### src/rtl/uart_tx.sv
// uart_tx: UART transmit engine. Reads bytes from the TX FIFO (registered
// read, one-cycle latency) and serialises them onto txd, 8N1 by default.
// Optional feature macro: UART_TX_PARITY_EN adds an even-parity bit (8E1).
module uart_tx #(
  parameter int DATA_WIDTH = 8,
  parameter int DIV_NUM    = 434,
  parameter int DIV_WIDTH  = 16
) (
  input  logic                  clk,
  input  logic                  rst_n,
  input  logic                  fifo_empty,
  output logic                  fifo_r_en,
  input  logic [DATA_WIDTH-1:0] fifo_r_data,
  output logic                  txd,
  output logic                  busy,
  output logic                  tx_done
);

  localparam int BIT_W = (DATA_WIDTH > 1) ? $clog2(DATA_WIDTH) : 1;
  localparam logic [DIV_WIDTH-1:0] BAUD_LAST = DIV_WIDTH'(DIV_NUM - 1);
  localparam logic [BIT_W-1:0]     BIT_LAST  = BIT_W'(DATA_WIDTH - 1);

  typedef enum logic [2:0] {
    IDLE   = 3'd0,
    FETCH  = 3'd1,
    LOAD   = 3'd2,
    START  = 3'd3,
    DATA   = 3'd4,
`ifdef UART_TX_PARITY_EN
    PARITY = 3'd5,
`endif
    STOP   = 3'd6
  } state_e;

  state_e                state_q, state_d;
  logic [DATA_WIDTH-1:0] shift_q, shift_d;
  logic [DIV_WIDTH-1:0]  baud_q, baud_d;
  logic [BIT_W-1:0]      bit_q, bit_d;
  logic                  txd_q, txd_d;
  logic                  bit_end;
  logic [DIV_WIDTH-1:0]  baud_nxt;
`ifdef UART_TX_PARITY_EN
  logic                  par_q, par_d;
`endif

  // Bit boundary: last cycle of the current bit period.
  assign bit_end  = (baud_q == BAUD_LAST);
  assign baud_nxt = bit_end ? '0 : baud_q + 1'b1;

  // Outputs decoded from registered state; txd is a flop so the pin lags by one cycle.
  assign fifo_r_en = (state_q == FETCH);
  assign busy      = (state_q != IDLE);
  assign tx_done   = (state_q == STOP) && bit_end;
  assign txd       = txd_q;

  // State and datapath registers; reset forces the line high and drops any frame.
  always_ff @(posedge clk or negedge rst_n) begin
    if (!rst_n) begin
      state_q <= IDLE;
      shift_q <= '0;
      baud_q  <= '0;
      bit_q   <= '0;
      txd_q   <= 1'b1;
`ifdef UART_TX_PARITY_EN
      par_q   <= 1'b0;
`endif
    end else begin
      state_q <= state_d;
      shift_q <= shift_d;
      baud_q  <= baud_d;
      bit_q   <= bit_d;
      txd_q   <= txd_d;
`ifdef UART_TX_PARITY_EN
      par_q   <= par_d;
`endif
    end
  end

  // Next-state, baud/bit counting and next line level.
  always_comb begin
    state_d = state_q;
    shift_d = shift_q;
    baud_d  = '0;
    bit_d   = bit_q;
    txd_d   = 1'b1;
`ifdef UART_TX_PARITY_EN
    par_d   = par_q;
`endif
    case (state_q)
      IDLE: begin
        if (!fifo_empty) state_d = FETCH;
      end
      FETCH: begin
        state_d = LOAD;
      end
      LOAD: begin
        shift_d = fifo_r_data;
`ifdef UART_TX_PARITY_EN
        par_d   = ^fifo_r_data;
`endif
        state_d = START;
      end
      START: begin
        txd_d  = 1'b0;
        baud_d = baud_nxt;
        if (bit_end) state_d = DATA;
      end
      DATA: begin
        txd_d  = shift_q[0];
        baud_d = baud_nxt;
        if (bit_end) begin
          shift_d = shift_q >> 1;
          if (bit_q == BIT_LAST) begin
            bit_d = '0;
`ifdef UART_TX_PARITY_EN
            state_d = PARITY;
`else
            state_d = STOP;
`endif
          end else begin
            bit_d = bit_q + 1'b1;
          end
        end
      end
`ifdef UART_TX_PARITY_EN
      PARITY: begin
        txd_d  = par_q;
        baud_d = baud_nxt;
        if (bit_end) state_d = STOP;
      end
`endif
      STOP: begin
        txd_d  = 1'b1;
        baud_d = baud_nxt;
        // Only place besides IDLE where the FIFO flag is looked at.
        if (bit_end) state_d = fifo_empty ? IDLE : FETCH;
      end
      default: begin
        state_d = IDLE;
        bit_d   = '0;
      end
    endcase
  end

endmodule

### config.mk
export PLATFORM = sky130hd
export DESIGN_NAME = uart_tx
export DESIGN_NICKNAME = d
export VERILOG_FILES = /design/src/rtl/uart_tx.sv
export SDC_FILE = /design/constraint.sdc
export NUM_CORES = 1
export LEC_CHECK = 0
export ABC_CLOCK_PERIOD_IN_PS = 2710
export CELL_PAD_IN_SITES_DETAIL_PLACEMENT = 1
export CELL_PAD_IN_SITES_GLOBAL_PLACEMENT = 1
export CORE_UTILIZATION = 50
export CTS_BUF_LIST = sky130_fd_sc_hd__clkbuf_8
export DETAILED_ROUTE_END_ITERATION = 16
export MAX_ROUTING_LAYER = met4
export PLACE_DENSITY_LB_ADDON = 0.25
export SLEW_MARGIN = 30
export SYNTH_ARGS = -nofsm -noshare
export SYNTH_HDL_FRONTEND = slang
export SYNTH_SLANG_ARGS = --single-unit
### constraint.sdc
create_clock -name clk -period 2.71 [get_ports clk]
set_input_delay 0.813 -clock clk [delete_from_list [all_inputs] [get_ports clk]]
set_output_delay 0.813 -clock clk [all_outputs]
set_load 0.01 [all_outputs]
==> key figures <==
Power
  • Leak: 0.827 nW
  • Tot Pwr: 0.000906 W
  • Max IR drop VDD: 0.369 mV
  • Pwr per Cell Area: 464 nW/µm²

Setup path
  • Startpoint types: register
  • Critical Path AT: 1.70 ns
  • Critical path's largest stage delay: 0.41 ns
  • Slowest stage cell, crit path: dfrtp_1
  • R2R Path Start: baud_q[0]$_DFF_PN0_
  • Worst r2r path cells: 7
  • Critical path class: register to output pin
  • Reg2Reg Setup Slack: 0.79 ns
  • Critical Path End Type: output pin
  • CP required: 1.90 ns
  • CP delay by family, top: simple AND/OR/NAND/NOR gates
  • CP Buf/Inv Count: 2
  • FF-to-FF End: shift_q[4]$_DFFE_PN0P_
  • Crit-path max FO: 4
  • Critical Path, Cell by Cell: inv_1 > ha_1 > nor4b_2 > and4b_1 > nand2_1 > nor2_1 > clkbuf_2

Synthesis
  • Synthesis Warnings: 0
  • Largest family of logic cells by synthesized area: simple AND/OR/NAND/NOR gates
  • Post-synthesis simple-gate area fraction: 0.272
  • Sequential cell area fraction in the yosys report: 0.469
  • Register bit total from synthesis: 31
  • Yosys cell types: 42
  • Mux contribution to synthesized area: 0.00605
  • Post-Synthesis Cells: 165
  • Post-synthesis adder-cell area fraction: 0.0302
  • Post-synthesis compound-gate area fraction: 0.0998
  • Async S/R FF share, synth: 1.00
  • Post-Syn Area per Cell: 10.0 µm²
  • EDFF count, synth: 0
  • Synthesized net count: 180
  • Post-synthesis xor/xnor area fraction: 0.0741
  • Syn Std Cell Area: 1660 µm²
  • Primary FF master, synth: dfrtp_1

Flow run
  • Max_cap viols: 0

Global route
  • Total grt overflow: 0
  • Overall Global Routing Usage: 0.258
  • Pin count of the biggest net entering global routing: 32
  • Initial antenna violation count: 0
  • Vias in the first global route: 1383
  • First-pass GRT wire length: 6330 µm

Clock network
  • Clock buffer depth: 2
  • CTS tree: yes
  • Htree depth: 2
  • CTS Buf Count: 5
  • Clk sink count: 31
  • CTS root buf: clkbuf_8
  • CTS clk-pin slew, worst paths: 0.06 ns
  • Clk_lat worst skew: 0.28 ns

STA
  • Tmin final: 2.51 ns
  • Setup violations, final: 0
  • PnR worst setup slack: 0.200 ns
  • Clk_skew: 0.00351 ns
  • Slew @ Worst Pin: 0.497 ns
  • Fin. Hold Viols: 0
  • Setup_tns: 0 ns
  • Slew headroom: 0.668
  • Fmax: 0.398 GHz
  • Max-slew violations: 0
  • Period utilization: 0.926
  • RSZ-0062 raised after global routing: false

Route
  • Drt drc: 0
  • Routed wire length: 3680 µm
  • DR vias/cell: 5.61
  • Antenna-violating nets left: 0
  • Iteration-0 DRC Markers: 52
  • First-pass iteration count of the detailed router: 4
  • Via count: 1297
  • Wirelength per Cell: 15.9 µm

Hold path
  • Worst Hold Class: register to register
  • Cell depth of the worst min-delay path: 1
  • Hold wc startpoint: baud_q[0]$_DFF_PN0_
  • WHS Endpoint: baud_q[0]$_DFF_PN0_

Cells and area
  • Most frequent cells in the layout: dfrtp_1 (30), nor2_1 (23), xnor2_1 (13), clkdlybuf4s50_1 (13), nand3_1 (9)
  • Share of cells above drive strength 1: 0.134
  • ANT cells: 0
  • Fin cells: 231
  • Nets@finish: 201
  • Post-layout util: 0.630
  • Area grow syn2layout: 18.1%
  • Commonest non-fill, non-tap cell in the layout: dfrtp_1

Die
  • Io pins: 15
  • Die X-Extent: 59.5 µm
  • Total die area: 3550 µm²
  • Std-Cell Rows: 20
  • Initial Util: 0.533
  • Die height: 59.5 µm
  • Core area: 3100 µm²

Outcome
  • Status: complete, no violations

Placement
  • Worst slack, placed: 0.0350 ns
  • GP Congestion: 0.806
  • Placed Cells: 222
  • Port bufs: 14
  • HPWL after DPL: 2680 µm
==> state kept, by name (all words and copies together), names as in the netlist <==
signal / flops
txd: 1
bit_q: 3
baud_q: 16
shift_q: 8
state_q: 3
==> logic make-up (layout without fill, tap and decap cells) <==
| kind of cell | count (synthesis) | count (layout) |
|---|---|---|
| multiplexers | 1 | 1 |
| AO/OA/AOI/OAI | 21 | 21 |
| adder cells (fa/ha/maj) | 4 | 4 |
| buffers and inverters | 14 | 36 |
| XOR/XNOR | 14 | 14 |
| flip-flops | 31 | 31 |
| AND/OR/NAND/NOR | 80 | 80 |
==> where the power goes <==
group          total (W)  internal, W  switching [W]
Clock           0.000403     0.000231       0.000172
Combinational  0.0000310    0.0000181      0.0000129
Sequential      0.000473     0.000469     0.00000384
Total           0.000906     0.000718       0.000189
==> cell type report <==
cell class	count	area (µm²)
Sequential cell	31	777
Inverter	7	26.3
Timing Repair Buffer	21	188
Clock buffer	7	96.3
Clock inverter	1	7.51
Multi-Input combinational cell	120	805
Fill cell	367	1150
Tap cell	44	55.1
==> repair_timing <==
action / CTS / global route
hold buffers: 0 / 0
endpoints found under the setup margin: 1 / 1
setup buffers: 0 / 1
resized for setup: 2 / 2
pin swaps: 1 / 1
==> per-stage QoR <==
stage	hold slack, ns	cell area [µm²]
2_1_floorplan	0.473	1660
3_3_place_gp	0.494	1840
3_5_place_dp	0.500	1840
4_1_cts	0.524	1950
5_1_grt	0.540	1950
6_report	0.521	1950
==> worst max-delay path by stage <==
| stage | end | startpoint | cells past startpoint | slack, ns |
|---|---|---|---|---|
| after global placement | tx_done | baud_q[1]$_DFF_PN0_ | 7 | 0.13 |
| after CTS | tx_done | baud_q[1]$_DFF_PN0_ | 7 | 0.03 |
| final | tx_done | baud_q[1]$_DFF_PN0_ | 7 | 0.20 |
| after floorplan | tx_done | baud_q[1]$_DFF_PN0_ | 7 | 0.54 |
| after detailed placement | tx_done | baud_q[1]$_DFF_PN0_ | 7 | 0.04 |
| after global routing | tx_done | baud_q[1]$_DFF_PN0_ | 7 | 0.05 |
==> cell usage after synthesis, drive strengths merged (2+ instances only) <==
master | count | share of area
or3b | 3 | 0.016
ha | 4 | 0.030
nand4 | 6 | 0.026
and2 | 8 | 0.032
nand3 | 9 | 0.027
nand2 | 8 | 0.018
nand2b | 3 | 0.011
a31oi | 2 | 0.0076
inv | 7 | 0.016
nor3 | 5 | 0.015
nor2 | 23 | 0.052
o21ai | 5 | 0.015
nor4 | 7 | 0.036
xnor2 | 13 | 0.069
a221o | 7 | 0.042
buf | 5 | 0.028
or4 | 2 | 0.011
dfrtp | 30 | 0.45
clkbuf | 2 | 0.0045
==> metal layers <==
| metal | share of wire | routed length, µm | track usage | vias up |
|---|---|---|---|---|
| li1 | - | - | - | 629 |
| met1 | 0.42 | 1560 | 0.281 | 644 |
| met2 | 0.53 | 1960 | 0.437 | 18 |
| met3 | 0.026 | 96 | 0.0611 | 6 |
| met4 | 0.019 | 71 | 0.136 | 0 |
| met5 | 0 | 0 | - | - |
No activity file was read; power rests on OpenSTA's default activity.
